[src/rtl/vp_pkg.sv]
// vp_pkg: shared mode/state encodings and default frame geometry for the frame writer
package vp_pkg;
  localparam int H_DEF = 640;
  localparam int V_DEF = 480;
  typedef enum logic [1:0] {M_PASS, M_GRAY, M_THRESH, M_INVERT} mode_t;
  typedef enum logic [1:0] {S_IDLE, S_ARMED, S_STREAM, S_DONE} state_t;
endpackage

[src/rtl/vp_frame_writer_if.sv]
// vp_frame_writer_if: upstream pixel handshake (valid/ready/data) and frame-buffer write port (en/addr/data/ready)
interface vp_frame_writer_if #(parameter int AW = 19);
  logic          i_data_valid;
  logic          o_data_ready;
  logic [11:0]   i_data;
  logic          o_wr_en;
  logic [AW-1:0] o_wr_addr;
  logic [11:0]   o_wr_data;
  logic          i_fb_ready;
  modport slave (input i_data_valid, i_data, i_fb_ready, output o_data_ready, o_wr_en, o_wr_addr, o_wr_data);
  modport master (output i_data_valid, i_data, i_fb_ready, input o_data_ready, o_wr_en, o_wr_addr, o_wr_data);
endinterface

[src/rtl/vp_pix_map.sv]
// vp_pix_map: 2-stage pixel pipe (stage 1 pixel+luma, stage 2 mapped data+addr+valid); in_ready=stage 1 free, out_ready stalls stage 2
module vp_pix_map import vp_pkg::*; #(
  parameter int AW = 19
) (
  input  logic          clk,
  input  logic          rst,
  input  logic          in_valid,
  input  logic [11:0]   in_data,
  input  logic [AW-1:0] in_addr,
  input  mode_t         mode,
  input  logic [3:0]    thresh,
  input  logic          out_ready,
  output logic          in_ready,
  output logic          out_valid,
  output logic [AW-1:0] out_addr,
  output logic [11:0]   out_data
);
  logic          en1, en2;
  logic [7:0]    sum;
  logic          v1_q, v1_d, v2_q, v2_d;
  logic [11:0]   px_q, px_d, d2_q, d2_d;
  logic [3:0]    lu_q, lu_d;
  logic [AW-1:0] a1_q, a1_d, a2_q, a2_d;
  assign en2 = !v2_q || out_ready;
  assign en1 = !v1_q || en2;
  assign in_ready = en1;
  always_comb begin
    sum  = 8'd5 * {4'd0, in_data[11:8]} + 8'd9 * {4'd0, in_data[7:4]} + 8'd2 * {4'd0, in_data[3:0]};
    v1_d = en1 ? in_valid : v1_q;
    px_d = en1 ? in_data : px_q;
    lu_d = en1 ? 4'(sum >> 4) : lu_q;
    a1_d = en1 ? in_addr : a1_q;
    v2_d = en2 ? v1_q : v2_q;
    a2_d = en2 ? a1_q : a2_q;
    d2_d = !en2 ? d2_q :
           mode == M_PASS ? px_q :
           mode == M_GRAY ? {3{lu_q}} :
           mode == M_THRESH ? {12{lu_q >= thresh}} : ~px_q;
  end
  always_ff @(posedge clk)
    if (rst) begin
      v1_q <= 1'b0;
      px_q <= '0;
      lu_q <= '0;
      a1_q <= '0;
      v2_q <= 1'b0;
      a2_q <= '0;
      d2_q <= '0;
    end else begin
      v1_q <= v1_d;
      px_q <= px_d;
      lu_q <= lu_d;
      a1_q <= a1_d;
      v2_q <= v2_d;
      a2_q <= a2_d;
      d2_q <= d2_d;
    end
  assign out_valid = v2_q;
  assign out_addr  = a2_q;
  assign out_data  = d2_q;
endmodule

[src/rtl/vp_frame_writer.sv]
// vp_frame_writer: streams one RGB444 frame through a luma/mode map into a linear frame buffer; ports: i_clk/i_rst, start/continuous/mode/thresh controls, bus (upstream + fb), busy/frame_done status
module vp_frame_writer import vp_pkg::*; #(
  parameter int H_ACTIVE = H_DEF,
  parameter int V_ACTIVE = V_DEF,
  parameter int AW       = 19
) (
  input  logic       i_clk,
  input  logic       i_rst,
  input  logic       i_start,
  input  logic       i_continuous,
  input  logic [1:0] i_mode,
  input  logic [3:0] i_thresh,
  vp_frame_writer_if.slave bus,
  output logic       o_busy,
  output logic       o_frame_done
);
  localparam int XW = H_ACTIVE > 1 ? $clog2(H_ACTIVE) : 1;
  localparam int YW = V_ACTIVE > 1 ? $clog2(V_ACTIVE) : 1;
  localparam logic [AW-1:0] LAST = AW'(H_ACTIVE * V_ACTIVE - 1);
  state_t        state_q, state_d;
  logic [XW-1:0] x_q, x_d;
  logic [YW-1:0] y_q, y_d;
  logic [AW-1:0] addr_q, addr_d;
  logic          got_last_q, got_last_d, busy_q, busy_d, done_q, done_d;
  mode_t         mode_q, mode_d;
  logic [3:0]    thresh_q, thresh_d;
  logic          s1_rdy, accept, last_px, wr_last;
  assign bus.o_data_ready = (state_q == S_ARMED || state_q == S_STREAM) && s1_rdy && !got_last_q;
  assign accept = bus.i_data_valid && bus.o_data_ready;
  assign last_px = x_q == XW'(H_ACTIVE - 1) && y_q == YW'(V_ACTIVE - 1);
  assign wr_last = bus.o_wr_en && bus.i_fb_ready && bus.o_wr_addr == LAST;
  always_comb begin
    state_d = state_q == S_IDLE ? (i_start ? S_ARMED : S_IDLE) :
              state_q == S_ARMED ? (accept ? S_STREAM : S_ARMED) :
              state_q == S_STREAM ? (wr_last ? S_DONE : S_STREAM) :
              (i_continuous ? S_ARMED : S_IDLE);
    x_d = !accept ? x_q : x_q == XW'(H_ACTIVE - 1) ? '0 : x_q + XW'(1);
    y_d = !(accept && x_q == XW'(H_ACTIVE - 1)) ? y_q : y_q == YW'(V_ACTIVE - 1) ? '0 : y_q + YW'(1);
    addr_d = !accept ? addr_q : last_px ? '0 : addr_q + AW'(1);
    // once the final pixel is taken, upstream stays blocked until the frame retires
    got_last_d = state_q == S_DONE ? 1'b0 : got_last_q || (accept && last_px);
    mode_d = state_q == S_ARMED && accept ? mode_t'(i_mode) : mode_q;
    thresh_d = state_q == S_ARMED && accept ? i_thresh : thresh_q;
    busy_d = state_d != S_IDLE;
    done_d = wr_last;
  end
  always_ff @(posedge i_clk)
    if (i_rst) begin
      state_q    <= S_IDLE;
      x_q        <= '0;
      y_q        <= '0;
      addr_q     <= '0;
      got_last_q <= 1'b0;
      mode_q     <= M_PASS;
      thresh_q   <= '0;
      busy_q     <= 1'b0;
      done_q     <= 1'b0;
    end else begin
      state_q    <= state_d;
      x_q        <= x_d;
      y_q        <= y_d;
      addr_q     <= addr_d;
      got_last_q <= got_last_d;
      mode_q     <= mode_d;
      thresh_q   <= thresh_d;
      busy_q     <= busy_d;
      done_q     <= done_d;
    end
  vp_pix_map #(.AW(AW)) u_map (
    .clk(i_clk),
    .rst(i_rst),
    .in_valid(accept),
    .in_data(bus.i_data),
    .in_addr(addr_q),
    .mode(mode_q),
    .thresh(thresh_q),
    .out_ready(bus.i_fb_ready),
    .in_ready(s1_rdy),
    .out_valid(bus.o_wr_en),
    .out_addr(bus.o_wr_addr),
    .out_data(bus.o_wr_data)
  );
  assign o_busy = busy_q;
  assign o_frame_done = done_q;
endmodule
[src/flat_wrapper.sv]
// flat-port wrapper written by rule: the top's interface ports become plain ports
module vp_frame_writer_flat import vp_pkg::*;
#(
  parameter int H_ACTIVE = H_DEF,
  parameter int V_ACTIVE = V_DEF,
  parameter int AW       = 19
)
  (i_clk, i_rst, i_start, i_continuous, i_mode, i_thresh, o_busy, o_frame_done, bus_i_data_valid, bus_i_data, bus_i_fb_ready, bus_o_data_ready, bus_o_wr_en, bus_o_wr_addr, bus_o_wr_data);
  vp_frame_writer_if #(.AW(AW)) bus_i ();
  input  logic i_clk;
  input  logic i_rst;
  input  logic i_start;
  input  logic i_continuous;
  input  logic [1:0] i_mode;
  input  logic [3:0] i_thresh;
  output logic o_busy;
  output logic o_frame_done;
  input wire logic [$bits(bus_i.i_data_valid)-1:0] bus_i_data_valid;
  input wire logic [$bits(bus_i.i_data)-1:0] bus_i_data;
  input wire logic [$bits(bus_i.i_fb_ready)-1:0] bus_i_fb_ready;
  output wire logic [$bits(bus_i.o_data_ready)-1:0] bus_o_data_ready;
  output wire logic [$bits(bus_i.o_wr_en)-1:0] bus_o_wr_en;
  output wire logic [$bits(bus_i.o_wr_addr)-1:0] bus_o_wr_addr;
  output wire logic [$bits(bus_i.o_wr_data)-1:0] bus_o_wr_data;
  assign bus_i.i_data_valid = bus_i_data_valid;
  assign bus_i.i_data = bus_i_data;
  assign bus_i.i_fb_ready = bus_i_fb_ready;
  assign bus_o_data_ready = bus_i.o_data_ready;
  assign bus_o_wr_en = bus_i.o_wr_en;
  assign bus_o_wr_addr = bus_i.o_wr_addr;
  assign bus_o_wr_data = bus_i.o_wr_data;
  vp_frame_writer #(.H_ACTIVE(H_ACTIVE), .V_ACTIVE(V_ACTIVE), .AW(AW)) u_core (.i_clk(i_clk), .i_rst(i_rst), .i_start(i_start), .i_continuous(i_continuous), .i_mode(i_mode), .i_thresh(i_thresh), .bus(bus_i), .o_busy(o_busy), .o_frame_done(o_frame_done));
endmodule
[config.mk]
export PLATFORM = sky130hd
export DESIGN_NAME = vp_frame_writer_flat
export DESIGN_NICKNAME = d
export VERILOG_FILES = /design/src/rtl/vp_pkg.sv /design/src/rtl/vp_frame_writer_if.sv /design/src/rtl/vp_pix_map.sv /design/src/rtl/vp_frame_writer.sv /design/src/flat_wrapper.sv
export SDC_FILE = /design/constraint.sdc
export NUM_CORES = 1
export LEC_CHECK = 0
export ABC_AREA = 1
export CELL_PAD_IN_SITES_DETAIL_PLACEMENT = 2
export CELL_PAD_IN_SITES_GLOBAL_PLACEMENT = 2
export CORE_UTILIZATION = 39
export DETAILED_ROUTE_END_ITERATION = 8
export DONT_BUFFER_PORTS = 1
export PLACE_DENSITY = 0.94
export SYNTH_ARGS = -nofsm -noshare
export SYNTH_HDL_FRONTEND = slang
export SYNTH_SLANG_ARGS = --single-unit
[constraint.sdc]
create_clock -name i_clk -period 4.2 [get_ports i_clk]
set_input_delay 0.42 -clock i_clk [delete_from_list [all_inputs] [get_ports i_clk]]
set_output_delay 0.42 -clock i_clk [all_outputs]
set_load 0.02 [all_outputs]
==> impl_metrics.toml, run 1 <==
[timing]
finalHoldViolCount = 0
tns_ns = 0
fin_crit_sh_pct = 77.3
slew_viol_final = 0
worst_slew_pin_slew_ns = 1.32
finalSetupViolCount = 0
slew-limit-headroom_pct = 11.6
rsz0062_at_grt = "false"
period_minus_slack_ns = 3.25
clock.fmax_mhz = 308
finClkSkew_ns = 0.0107

[synthesis]
yosysTopAreaCell = "dfxtp_1"
ys_seq_elements = 117
syn_area_um2 = 5910
netlist_instances = 825
yosysSeqAreaShare_pct = 39.6
yosys.area.top_type_share_pct = 39.6
synth-edff-count = 0
synth_area_leaders = "dfxtp_1, nand2_1, a21oi_1, o21ai_0, inv_1"
synth_area_per_cell_um2 = 7.17
ys_async_sr_fraction_pct = 0
synth_ff_type = "dfxtp_1"
ys_types = 39
yosys_warnings = 0
synth_nets = 883

[grt]
grt_antenna_before_repair = 3
grt_usage_pct = 34.2
grt_pass1_wl_um = 40400
grt_pass1_vias = 6800
grt_max_degree = 44
grt_overflow = 0

[power]
seqPwrFrac_pct = 37.1
p_leak_nw = 2.78
netSwitchingFraction_pct = 31.7
clkPwrFrac_pct = 47.5
ir_drop_v = 0.000248
p_total_mw = 3.35
intPower_mw = 2.29
p_per_area_nw_per_um2 = 505
p_switching_mw = 1.06
p_comb_share_pct = 15.5

[cells_and_area]
drive_above_1_share_pct = 6.29
final_core_util_pct = 45.4
final_cell_count_no_fill = 1014
area_delta_synth_final_pct = 12.4
final_cell_mix = "nand2_1, dfxtp_1, inv_1"
fin_nets = 872
final_common_cell = "nand2_1"

[critical_path]
endpoint_kind = "flip-flop"
timing.rr.start = "u_core.u_map.out_valid"
crit_required_ns = 4.53
setup.worst_path.start = "u_core.u_map.out_valid"
crit_path_start_kind = "flip-flop"
crit_type = "reg -> reg"
critPathMaxFanout = 43
cp.arrival_ns = 3.58

[floorplanning]
dieArea_um2 = 15700
die_h_um = 125
die_x_um = 125
io_pins = 59
num_rows = 44
core_um2 = 14600
initial_core_util_pct = 40.4

[outcome]
outcome = "finished with violations"
violations = "design-rule violations"

[placed_design]
place_congestion = 0.838
dp_hpwl_um = 15200
portBuffers = 0
dpl.cell_count = 979

[run]
maxCapViolCount = 0

[clock_tree]
cts_tree = "done"
cts_buffers = 17
ctsHtreeMaxLevel = 4
cts-root-buf = "clkbuf_16"
path_clk_slew_ns = 0.06
worstSkewPairLatency_ns = 0.45
cts_setup_buffers = 0
cts_sinks = 117
cts_resized = 0
clock_path_buffers = 2
cts_hold_buf = 0

[detailed_routing]
drt-initial-drc-count = 486
drt_pre_antenna_iters = 7
drt_wl_total_um = 25900
detail-route-antenna-nets = 0
drc = 6
avgRoutedWirePerCell_um = 25.5
vias = 6008
vias_per_cell = 5.93

[hold_path]
hp-start = "i_rst"
hp-class = "in -> reg"
[cell type report]
cell class              instances  area [µm²]
repair buffers                  2        15.0
fillers                      1630        8000
clock inverters                13         171
well taps                     184         230
flip-flops and latches        117        2340
clock buffers                  19         453
inverters                     107         402
multi-input cells             569        3020
diodes                          3        7.51
[sequential cells by signal, indices dropped and copies added (netlist names)]
| name | cells |
|---|---|
| u_core.u_map.px_q | 12 |
| u_core.u_map.out_data | 12 |
| u_core.u_map.out_addr | 19 |
| u_core.o_frame_done | 1 |
| u_core.thresh_q | 4 |
| u_core.u_map.lu_q | 4 |
| u_core.addr_q | 19 |
| u_core.u_map.out_valid | 1 |
| u_core.y_q | 9 |
| u_core.o_busy | 1 |
| u_core.u_map.a1_q | 19 |
| u_core.mode_q | 2 |
| u_core.x_q | 10 |
| u_core.got_last_q | 1 |
| u_core.u_map.v1_q | 1 |
| u_core.state_q | 2 |
[cell usage after synthesis (2+ instances only)]
cell      count
a21oi_1      89
buf_1         2
buf_6         2
nand3_1      47
clkbuf_1     23
nor2_2        3
nor2_4        3
nor4_1        2
and2_1        3
nor3_1       16
inv_1       106
nor2_1       96
buf_2         3
nand4_1      24
nand2_2       3
ha_1         27
buf_4         2
xor2_1        4
nand2_1     140
o21ai_0      88
nand3_2       2
dfxtp_1     117
fa_1          7
[through the flow]
stage                     hold WS (ns)  cell area, µm²  setup WS (ns)
after CTS                       0.0396            6640           1.01
after detailed placement         0.462            6010          0.903
after floorplan                  0.433            5910           1.26
final                           0.0507            6640          0.954
after global placement           0.450            6010           1.15
after global routing            0.0444            6640          0.779
[cell families after synthesis]
family / count (synthesis) / share of synthesized area [%]
and+or+nand+nor: 346 / 26.3
AOI/OAI and AO/OA: 183 / 15.9
buffers and inverters: 139 / 9.27
DFF: 117 / 39.6
adders and majority gates: 34 / 8.08
xor gates and xnor gates: 5 / 0.741
muxes: 1 / 0.169
[layer usage]
| metal | track usage [%] | part of all wire, % | up-vias | routed length, µm |
|---|---|---|---|---|
| met4 | 18.7 | 4.2 | 0 | 1100 |
| met2 | 61.0 | 52 | 219 | 13400 |
| met3 | 7.36 | 4.4 | 88 | 1150 |
| met1 | 38.0 | 39 | 3017 | 10200 |
| met5 | 0 | 0 | - | 0 |
| li1 | - | - | 2684 | - |
[critical path: stages, from the launching register on]
cell	delay, ns
dfxtp_1	0.46
inv_1	0.14
nor2_4	0.52
nand2_4	0.47
nand3_4	0.44
inv_2	0.26
nand2_2	0.30
o21ai_0	0.18
a21oi_1	0.35
[power groups by stage]
stage	Combinational, mW	Sequential, mW	Clock, mW
global route	0.564	1.25	1.64
floorplan	0.322	1.24	0
detailed placement	0.450	1.26	0
global placement	0.379	1.25	0
CTS	0.499	1.24	1.60
finish	0.519	1.24	1.59
[worst paths after layout]
| check | cells past startpoint | endpoint | slack (ns) |
|---|---|---|---|
| setup reg to reg | 8 | u_core.mode_q[0] | 0.95 |
| hold / removal | 1 | u_core.x_q[7] | 0.05 |
| hold reg to reg | 2 | u_core.u_map.a1_q[5] | 0.48 |
| setup / recovery | 8 | u_core.mode_q[0] | 0.95 |
Power figures use the tool's default switching activity.
==> run 2, diff against run 1 <==
--- a/config.mk
+++ b/config.mk
@@ -8,10 +8,10 @@
 export ABC_AREA = 1
 export CELL_PAD_IN_SITES_DETAIL_PLACEMENT = 2
 export CELL_PAD_IN_SITES_GLOBAL_PLACEMENT = 2
-export CORE_UTILIZATION = 39
+export CORE_UTILIZATION = 33
 export DETAILED_ROUTE_END_ITERATION = 8
 export DONT_BUFFER_PORTS = 1
-export PLACE_DENSITY = 0.94
+export PLACE_DENSITY = 0.86
 export SYNTH_ARGS = -nofsm -noshare
 export SYNTH_HDL_FRONTEND = slang
 export SYNTH_SLANG_ARGS = --single-unit
==> constraint.sdc (replaced) <==
create_clock -name i_clk -period 2.8 [get_ports i_clk]
set_input_delay 0.28 -clock i_clk [delete_from_list [all_inputs] [get_ports i_clk]]
set_output_delay 0.28 -clock i_clk [all_outputs]
set_load 0.02 [all_outputs]
==> run 2 against run 1 <==
Compared with the run above:
- the flow now finishes without violations
- critical path depth rose by 7
- via count fell by 7.3%
- hold slack got worse by 0.033 ns
- highest routed layer is now met5
==> impl_metrics.toml, run 2 (synthesis gave the netlist of run 1 again) <==
[power]
p_per_area_nw_per_um2 = 710
ir_drop_v = 0.000457
p_leak_nw = 2.80

[detailed_routing]
drt-initial-drc-count = 158
drt_wl_total_um = 19700
drt_pre_antenna_iters = 5
detail-route-antenna-nets = 0
vias_per_cell = 5.26
vias = 5569
drc = 0
avgRoutedWirePerCell_um = 18.6

[floorplanning]
core_um2 = 17400
die_h_um = 136
io_pins = 59
initial_core_util_pct = 33.9
dieArea_um2 = 18500
die_x_um = 136
num_rows = 48

[cells_and_area]
fin_nets = 878
area_delta_synth_final_pct = 14.0
final_common_cell = "nand2_1"
final_cell_mix = "nand2_1, dfxtp_1, inv_1"
final_area_um2 = 6740
final_cell_count_no_fill = 1059
nFillCells = 2004
drive_above_1_share_pct = 7.20
final_core_util_pct = 38.7

[clock_tree]
cts_tree = "done"
cts_setup_buffers = 0
path_clk_slew_ns = 0.06
ctsHtreeMaxLevel = 4
worstSkewPairLatency_ns = 0.43
cts-root-buf = "clkbuf_16"
clock_path_buffers = 2
cts_resized = 0
cts_sinks = 117
cts_hold_buf = 1
cts_buffers = 17

[hold_path]
hp-class = "in -> reg"

[timing]
clock.fmax_mhz = 379
slew_viol_final = 0
finalHoldViolCount = 0
finClkSkew_ns = 0.00950
fin_crit_sh_pct = 94.2
finalSetupViolCount = 0
period_minus_slack_ns = 2.64
tns_ns = 0
slew-limit-headroom_pct = 25.4
worst_slew_pin_slew_ns = 1.12
rsz0062_at_grt = "false"

[grt]
grt_overflow = 0
met3_usage_pct = 5.59
grt_antenna_before_repair = 3
grt_max_degree = 44
top_usage_layer = "met2"
grt_pass1_vias = 6059
use_met1_pct = 27.7
grt_usage_pct = 23.0
grt_pass1_wl_um = 32300
use_met2_pct = 39.7

[critical_path]
cp.arrival_ns = 2.96
crit_required_ns = 3.12
crit_path_start_kind = "primary input"
crit_type = "in -> reg"
cp_num_buf_inv = 3
crit_chain = "ha_1 -> ha_1 -> inv_1 -> fa_1 -> fa_1 -> inv_1 -> ha_1 -> nand2_1 -> nand2_1 -> nand2_1 -> nand2_1 -> nand2_1 -> nand3_1 -> nand2_1 -> inv_1"
critPathSlowestCell = "fa_1"
endpoint_kind = "flip-flop"
cpMostUsedCell = "nand2_1"
critPathMaxFanout = 3
slowest_delay_ns = 0.55
reg2reg_slack_ns = 0.36
path_delay_family = "adder cells"

[placed_design]
dpl.cell_count = 1025
place_congestion = 0.776
portBuffers = 0
postPlaceCellArea_um2 = 6120
dp_hpwl_um = 13500

[run]
maxCapViolCount = 0

[outcome]
outcome = "finished clean"
run 2: cell types whose count changed in the layout (fill, tap and decap cells not counted), sizes merged:
cell and change:
buf +6, diode -2, inv +3, clkbuf -2
bufinv -1
run 2: final cells by class:
class | instances | area [µm²] | share of cell area (%)
diodes | 1 | 2.50 | 0.0371
flip-flops and latches | 117 | 2340 | 34.8
well taps | 225 | 282 | 4.18
repair buffers | 8 | 85.1 | 1.26
clock inverters | 15 | 168 | 2.49
inverters | 107 | 402 | 5.96
clock buffers | 17 | 425 | 6.31
multi-input cells | 569 | 3030 | 45.0
run 2: metrics by stage:
stage | total power, mW | worst slack (ns) | hold WS (ns)
floorplan | 2.36 | 0.00849 | 0.427
global placement | 2.49 | -0.104 | 0.356
detailed placement | 2.56 | -0.273 | 0.358
CTS | 4.83 | 0.157 | 0.00647
global route | 5.00 | 0.00562 | 0.0296
finish | 4.78 | 0.163 | 0.0179
run 2: tightest hold or removal path: stages:
cell and delay [ns]:
nor2_1 0.03, nand2_1 0.05, inv_1 0.04
run 2: layer usage:
layer / vias to the layer above / part of all wire (%)
li1: 2698 / -
met1: 2767 / 45
met2: 77 / 50
met3: 23 / 3.8
met4: 4 / 1.2
met5: - / 0.16
run 2: path summary, 6_finish.rpt:
path | start | end | cells past startpoint
worst max register to register | u_core.state_q[0] | u_core.o_busy | 11
worst min register to register | u_core.y_q[6] | u_core.y_q[6] | 1
worst min-delay path | i_rst | u_core.u_map.lu_q[2] | 3
worst max-delay path | bus_i_data[4] | u_core.u_map.lu_q[1] | 15
run 2: power breakdown:
part	switching [mW]	internal [mW]	leakage [nW]
Combinational	0.453	0.248	1.57
Clock	0.898	1.33	0.286
Sequential	0.107	1.75	0.951
